## config.mk

```make
export PLATFORM = sky130hd
export DESIGN_NAME = coin_detect
export DESIGN_NICKNAME = d
export VERILOG_FILES = /design/src/rtl/coin_pkg.sv /design/src/rtl/coin_debounce.sv /design/src/rtl/coin_detect.sv
export SDC_FILE = /design/constraint.sdc
export NUM_CORES = 1
export LEC_CHECK = 0
export ABC_AREA = 1
export ABC_CLOCK_PERIOD_IN_PS = 2100
export CELL_PAD_IN_SITES_DETAIL_PLACEMENT = 2
export CELL_PAD_IN_SITES_GLOBAL_PLACEMENT = 2
export CORE_MARGIN = 1
export CORE_UTILIZATION = 32
export CTS_BUF_LIST = sky130_fd_sc_hd__clkbuf_4 sky130_fd_sc_hd__clkbuf_8 sky130_fd_sc_hd__clkbuf_16
export DETAILED_ROUTE_END_ITERATION = 12
export PLACE_DENSITY_LB_ADDON = 0.1
export REMOVE_ABC_BUFFERS = 1
export SLEW_MARGIN = 20
export SYNTH_ARGS = -nofsm -noshare
export SYNTH_HDL_FRONTEND = slang
export SYNTH_HIERARCHICAL = 1
export SYNTH_SLANG_ARGS = --single-unit
```

## constraint.sdc

```tcl
create_clock -name CLK -period 2.1 [get_ports CLK]
set_clock_uncertainty 0.1 [all_clocks]
set_input_delay 0.42 -clock CLK [delete_from_list [all_inputs] [get_ports CLK]]
set_output_delay 0.42 -clock CLK [all_outputs]
set_load 0.1 [all_outputs]
```

## src/rtl/coin_pkg.sv

```systemverilog
// Shared types and coin values for the coin-detect front end.
// Optional build macro MULTI_COIN_REJECT_EN is consumed by coin_detect, not here.
package coin_pkg;

    typedef enum logic [1:0] {
        COIN_NONE,
        COIN_N,
        COIN_D,
        COIN_Q
    } coin_t;

    typedef enum logic {
        S_IDLE,
        S_HOLD
    } arb_state_t;

    localparam int CENTS_W = 6;

    localparam logic [CENTS_W-1:0] CENTS_N = 6'd5;
    localparam logic [CENTS_W-1:0] CENTS_D = 6'd10;
    localparam logic [CENTS_W-1:0] CENTS_Q = 6'd25;

    function automatic logic [CENTS_W-1:0] coin_cents_f(input coin_t coin);
        logic [CENTS_W-1:0] cents;
        case (coin)
            COIN_N:  cents = CENTS_N;
            COIN_D:  cents = CENTS_D;
            COIN_Q:  cents = CENTS_Q;
            default: cents = '0;
        endcase
        return cents;
    endfunction

endpackage

```

## src/rtl/coin_debounce.sv

```systemverilog
// One coin channel: 2-flop synchroniser, consecutive-sample debounce filter,
// and rising-edge strobe of the filtered level.
module coin_debounce #(
    parameter int DEBOUNCE_CYCLES = 4
) (
    input  logic clk_i,
    input  logic rst_i,
    input  logic raw_i,
    output logic level_o,
    output logic rise_o
);

    localparam int CNT_W = $clog2(DEBOUNCE_CYCLES + 1);
    localparam logic [CNT_W-1:0] CNT_LAST = CNT_W'(DEBOUNCE_CYCLES - 1);

    logic             sync1_q;
    logic             sync2_q;
    logic             level_q;
    logic             level_d;
    logic             level_dly_q;
    logic [CNT_W-1:0] cnt_q;
    logic [CNT_W-1:0] cnt_d;

    always_ff @(posedge clk_i) begin
        if (rst_i) begin
            sync1_q     <= 1'b0;
            sync2_q     <= 1'b0;
            level_q     <= 1'b0;
            level_dly_q <= 1'b0;
            cnt_q       <= '0;
        end else begin
            sync1_q     <= raw_i;
            sync2_q     <= sync1_q;
            level_q     <= level_d;
            level_dly_q <= level_q;
            cnt_q       <= cnt_d;
        end
    end

    // Any sample that agrees with the filtered level restarts the count.
    always_comb begin
        cnt_d   = '0;
        level_d = level_q;
        if (sync2_q != level_q) begin
            if (cnt_q == CNT_LAST) begin
                level_d = sync2_q;
            end else begin
                cnt_d = cnt_q + CNT_W'(1);
            end
        end
    end

    assign level_o = level_q;
    assign rise_o  = level_q & ~level_dly_q;

endmodule

```

## src/rtl/coin_detect.sv

```systemverilog
// Coin front end: three debounced channels feeding a one-event-per-insertion arbiter.
// Build macro MULTI_COIN_REJECT_EN: simultaneous insertions raise coin_reject instead of Q>D>N priority.
module coin_detect
    import coin_pkg::*;
#(
    parameter int DEBOUNCE_CYCLES = 4
) (
    input  logic               CLK,
    input  logic               RST,
    input  logic               N_raw,
    input  logic               D_raw,
    input  logic               Q_raw,
    output logic               coin_N,
    output logic               coin_D,
    output logic               coin_Q,
    output logic               coin_valid,
    output logic [CENTS_W-1:0] coin_cents,
    output logic               coin_reject
);

    // Channel index: 0 = nickel, 1 = dime, 2 = quarter.
    logic [2:0] raw_vec;
    logic [2:0] level_vec;
    logic [2:0] rise_vec;

    assign raw_vec = {Q_raw, D_raw, N_raw};

    for (genvar g = 0; g < 3; g++) begin : g_chan
        coin_debounce #(
            .DEBOUNCE_CYCLES(DEBOUNCE_CYCLES)
        ) u_debounce (
            .clk_i  (CLK),
            .rst_i  (RST),
            .raw_i  (raw_vec[g]),
            .level_o(level_vec[g]),
            .rise_o (rise_vec[g])
        );
    end

    arb_state_t         state_q;
    arb_state_t         state_d;
    coin_t              sel;
    logic               coin_n_q, coin_n_d;
    logic               coin_d_q, coin_d_d;
    logic               coin_q_q, coin_q_d;
    logic               valid_q, valid_d;
    logic [CENTS_W-1:0] cents_q, cents_d;

    always_comb begin
        sel = COIN_NONE;
        if (rise_vec[2]) begin
            sel = COIN_Q;
        end else if (rise_vec[1]) begin
            sel = COIN_D;
        end else if (rise_vec[0]) begin
            sel = COIN_N;
        end
    end

`ifdef MULTI_COIN_REJECT_EN
    logic multi;
    logic reject_q, reject_d;

    assign multi = (rise_vec[0] & rise_vec[1]) |
                   (rise_vec[0] & rise_vec[2]) |
                   (rise_vec[1] & rise_vec[2]);
`endif

    always_comb begin
        state_d  = state_q;
        coin_n_d = 1'b0;
        coin_d_d = 1'b0;
        coin_q_d = 1'b0;
        valid_d  = 1'b0;
        cents_d  = '0;
`ifdef MULTI_COIN_REJECT_EN
        reject_d = 1'b0;
`endif
        case (state_q)
            S_IDLE: begin
                if (sel != COIN_NONE) begin
                    state_d = S_HOLD;
`ifdef MULTI_COIN_REJECT_EN
                    if (multi) begin
                        reject_d = 1'b1;
                    end else begin
                        coin_n_d = (sel == COIN_N);
                        coin_d_d = (sel == COIN_D);
                        coin_q_d = (sel == COIN_Q);
                        valid_d  = 1'b1;
                        cents_d  = coin_cents_f(sel);
                    end
`else
                    coin_n_d = (sel == COIN_N);
                    coin_d_d = (sel == COIN_D);
                    coin_q_d = (sel == COIN_Q);
                    valid_d  = 1'b1;
                    cents_d  = coin_cents_f(sel);
`endif
                end
            end
            // Stay blind until every switch is back out, so one insertion is one event.
            S_HOLD: begin
                if (level_vec == 3'b000) begin
                    state_d = S_IDLE;
                end
            end
            default: state_d = S_IDLE;
        endcase
    end

    always_ff @(posedge CLK) begin
        if (RST) begin
            state_q  <= S_IDLE;
            coin_n_q <= 1'b0;
            coin_d_q <= 1'b0;
            coin_q_q <= 1'b0;
            valid_q  <= 1'b0;
            cents_q  <= '0;
`ifdef MULTI_COIN_REJECT_EN
            reject_q <= 1'b0;
`endif
        end else begin
            state_q  <= state_d;
            coin_n_q <= coin_n_d;
            coin_d_q <= coin_d_d;
            coin_q_q <= coin_q_d;
            valid_q  <= valid_d;
            cents_q  <= cents_d;
`ifdef MULTI_COIN_REJECT_EN
            reject_q <= reject_d;
`endif
        end
    end

    assign coin_N     = coin_n_q;
    assign coin_D     = coin_d_q;
    assign coin_Q     = coin_q_q;
    assign coin_valid = valid_q;
    assign coin_cents = cents_q;
`ifdef MULTI_COIN_REJECT_EN
    assign coin_reject = reject_q;
`else
    assign coin_reject = 1'b0;
`endif

endmodule
```

==> impl_metrics.csv <==
group,metric,value,unit
drt,drcViolationCount,0,
worst_setup_path,cp.depth,1,
worst_setup_path,crit_chain,"buf_4",
min_path,hold_class,"reg2reg",
outcome,status,"completed",
drt,vias_per_cell,4.18,
worst_setup_path,slowest_delay,0.36,ns
placed_design,routabilityCongestion,0.704,
timing,period_share,0.716,
timing,worst_slack,0.596,ns
timing,hold_violations,0,
cells_and_area,mostFrequentLayoutCell,"nor2_1",
yosys,syn_inst,129,
cells_and_area,layout.nets,155,
floorplan,io_pins,16,
yosys,mappedNetlistArea,1060,sq um
floorplan,rows,20,
worst_setup_path,worstReg2RegEnd,"g_chan[1].u_debounce/cnt_q[0]$_SDFF_PP0_",
floorplan,dieArea,3560,sq um
floorplan,core-area,3100,sq um
worst_setup_path,path_buf_inv,1,
worst_setup_path,cp-startpoint,"coin_N$_SDFF_PP0_",
clock_tree,numCtsBuffers,3,
pwr,leakagePower,0.593,nW
timing,setup_viol,0,
cells_and_area,final_cell_mix,"nor2_1, dfxtp_1, inv_1, buf_4, nand2_1",
clock_tree,cts.sinks,28,
cells_and_area,area_growth,16.2,%
clock_tree,ctsHtreeMaxLevel,1,
timing,fin_crit,1.50,ns
global_route,grt_start_max_net_pins,19,
floorplan,die-width,59.7,um
cells_and_area,final_layout_size_suffix_gt1_frac,0.203,
worst_setup_path,arrival,0.98,ns
placed_design,placed_cell_area,1200,sq um
cells_and_area,multi_input_area,360,sq um
cells_and_area,diodes,0,
worst_setup_path,crit_end,"coin_cents[2]",
clock_tree,cts-hold-fix-buffers,0,
drt,wirelength,1930,um
timing,slew_viol_final,0,
worst_setup_path,required,1.58,ns
drt,drtIter0Drc,6,
clock_tree,root_buffer,"clkbuf_4",
floorplan,initial_core_util,0.343,
placed_design,portBuffers,13,
global_route,antenna_found_initial,0,
pwr,peakVddDrop,0.000255,V
run,maxCapViolations,0,
worst_setup_path,crit_fanout,2,
timing,fmax,665,MHz
clock_tree,cts_tree,"done",
clock_tree,cts_max_path_buffers,2,
worst_setup_path,r2r-start,"g_chan[1].u_debounce/cnt_q[0]$_SDFF_PP0_",
yosys,synth.avg_cell_area,8.24,sq um
worst_setup_path,reg2reg_slack,0.86,ns
pwr,power_density,691,nW/um^2
cells_and_area,postLayoutCellArea,1240,sq um
clock_tree,clk_pin_slew,0.15,ns
yosys,ys_seq_area_frac,0.527,
drt,num_vias,781,
global_route,gr-total-overflow,0,
placed_design,dpl_worst_slack,0.503,ns
clock_tree,cts_resized,0,
drt,dr.pass1.iters,3,
timing,finalSetupTns,0,ns
yosys,synth.ff_latch_count,28,
pwr,power,855,uW
global_route,grt_usage,0.131,
worst_setup_path,crit_path_end_kind,"output port",
clock_tree,post_cts_buffers,0,
yosys,yosys_warnings,6,
cells_and_area,regArea,561,sq um
yosys,yosysUniqueCellTypes,14,
worst_setup_path,startpoint_type,"flop",
global_route,grt_pass1_vias,823,
clock_tree,clkLatencyLatePin,0.33,ns
worst_setup_path,worst_path_dominant_cell_family,"flip-flops",
worst_setup_path,reg2reg_depth,5,
min_path,hp-start,"g_chan[0].u_debounce/sync1_q$_SDFF_PP0_",
drt,wire_per_inst,10.3,um
drt,drtAntennaViolNets,0,
cells_and_area,nFillCells,377,
placed_design,dp_hpwl,1590,um
floorplan,die_h,59.7,um
worst_setup_path,cp_slowest_cell,"dfxtp_1",
timing,rsz0062_at_grt,"no",
global_route,grt_pass1_wl,3330,um
worst_setup_path,worstSetupPathType,"reg2out",
==> stage by stage <==
| stage | util | hold slack (ns) | cells |
|---|---|---|---|
| 5_1_grt | 0.398 | 0.331 | 187 |
| 4_1_cts | 0.398 | 0.328 | 187 |
| 3_3_place_gp | 0.387 | 0.291 | 183 |
| 6_report | 0.398 | 0.320 | 187 |
| 3_5_place_dp | 0.387 | 0.307 | 183 |
| 2_1_floorplan | - | 0.288 | 125 |
==> power by group <==
part | internal (mW) | switching (mW)
logic | 0.0148 | 0.0331
registers | 0.539 | 0.00358
clock network | 0.106 | 0.158
==> layer usage <==
layer  GRT usage  share of wire  vias to the layer above
met3      0.0260          0.032                        4
met4      0.0698          0.022                        0
li1            -              -                      392
met1       0.125           0.38                      371
met5           0              0                        -
met2       0.256           0.57                       14
==> synthesized netlist by cell type <==
| cell type | count | share of area |
|---|---|---|
| nor2_2 | 4 | 0.024 |
| conb_1 | 1 | 0.0035 |
| inv_2 | 3 | 0.011 |
| dfxtp_1 | 28 | 0.53 |
| nor3_1 | 4 | 0.019 |
| ha_1 | 6 | 0.071 |
| o21ai_0 | 1 | 0.0047 |
| nand3_2 | 3 | 0.028 |
| buf_4 | 5 | 0.035 |
| nor2_4 | 1 | 0.011 |
| inv_1 | 26 | 0.092 |
| nor2_1 | 34 | 0.12 |
| nand2_2 | 4 | 0.024 |
| nand2_1 | 9 | 0.032 |
==> worst min-delay path by stage <==
| stage | end | slack (ns) | depth (start not counted) |
|---|---|---|---|
| global route | g_chan[1].u_debounce/sync2_q$_SDFF_PP0_ | 0.33 | 2 |
| floorplan | g_chan[0].u_debounce/sync2_q$_SDFF_PP0_ | 0.29 | 2 |
| detailed placement | g_chan[1].u_debounce/sync2_q$_SDFF_PP0_ | 0.31 | 2 |
| global placement | g_chan[2].u_debounce/sync2_q$_SDFF_PP0_ | 0.29 | 2 |
| finish | g_chan[0].u_debounce/sync2_q$_SDFF_PP0_ | 0.32 | 2 |
| CTS | g_chan[1].u_debounce/sync2_q$_SDFF_PP0_ | 0.33 | 2 |
==> kinds of logic after synthesis <==
kind of cell,count (synthesis),share of synthesized area
AOI/OAI and AO/OA,1,0.00470
other,1,0.00353
buffers and inverters,34,0.138
adders and majority gates,6,0.0706
and+or+nand+nor,59,0.256
DFF,28,0.527
==> flip-flops by register name, indices dropped and copies added (netlist names), 2 cells and up <==
| signal | count |
|---|---|
| g_chan.u_debounce/level_o | 3 |
| g_chan.u_debounce/sync1_q | 3 |
| g_chan.u_debounce/sync2_q | 3 |
| g_chan.u_debounce/level_dly_q | 3 |
| g_chan.u_debounce/cnt_q | 9 |
| coin_cents | 2 |
==> cell type report <==
cell class              count  share of cell area
inverters                  29              0.0881
flip-flops and latches     28               0.453
multi-input cells          68               0.291
repair buffers             14              0.0931
well taps                  44              0.0445
clock buffers               4              0.0294
(Power assumes the default switching activity.)
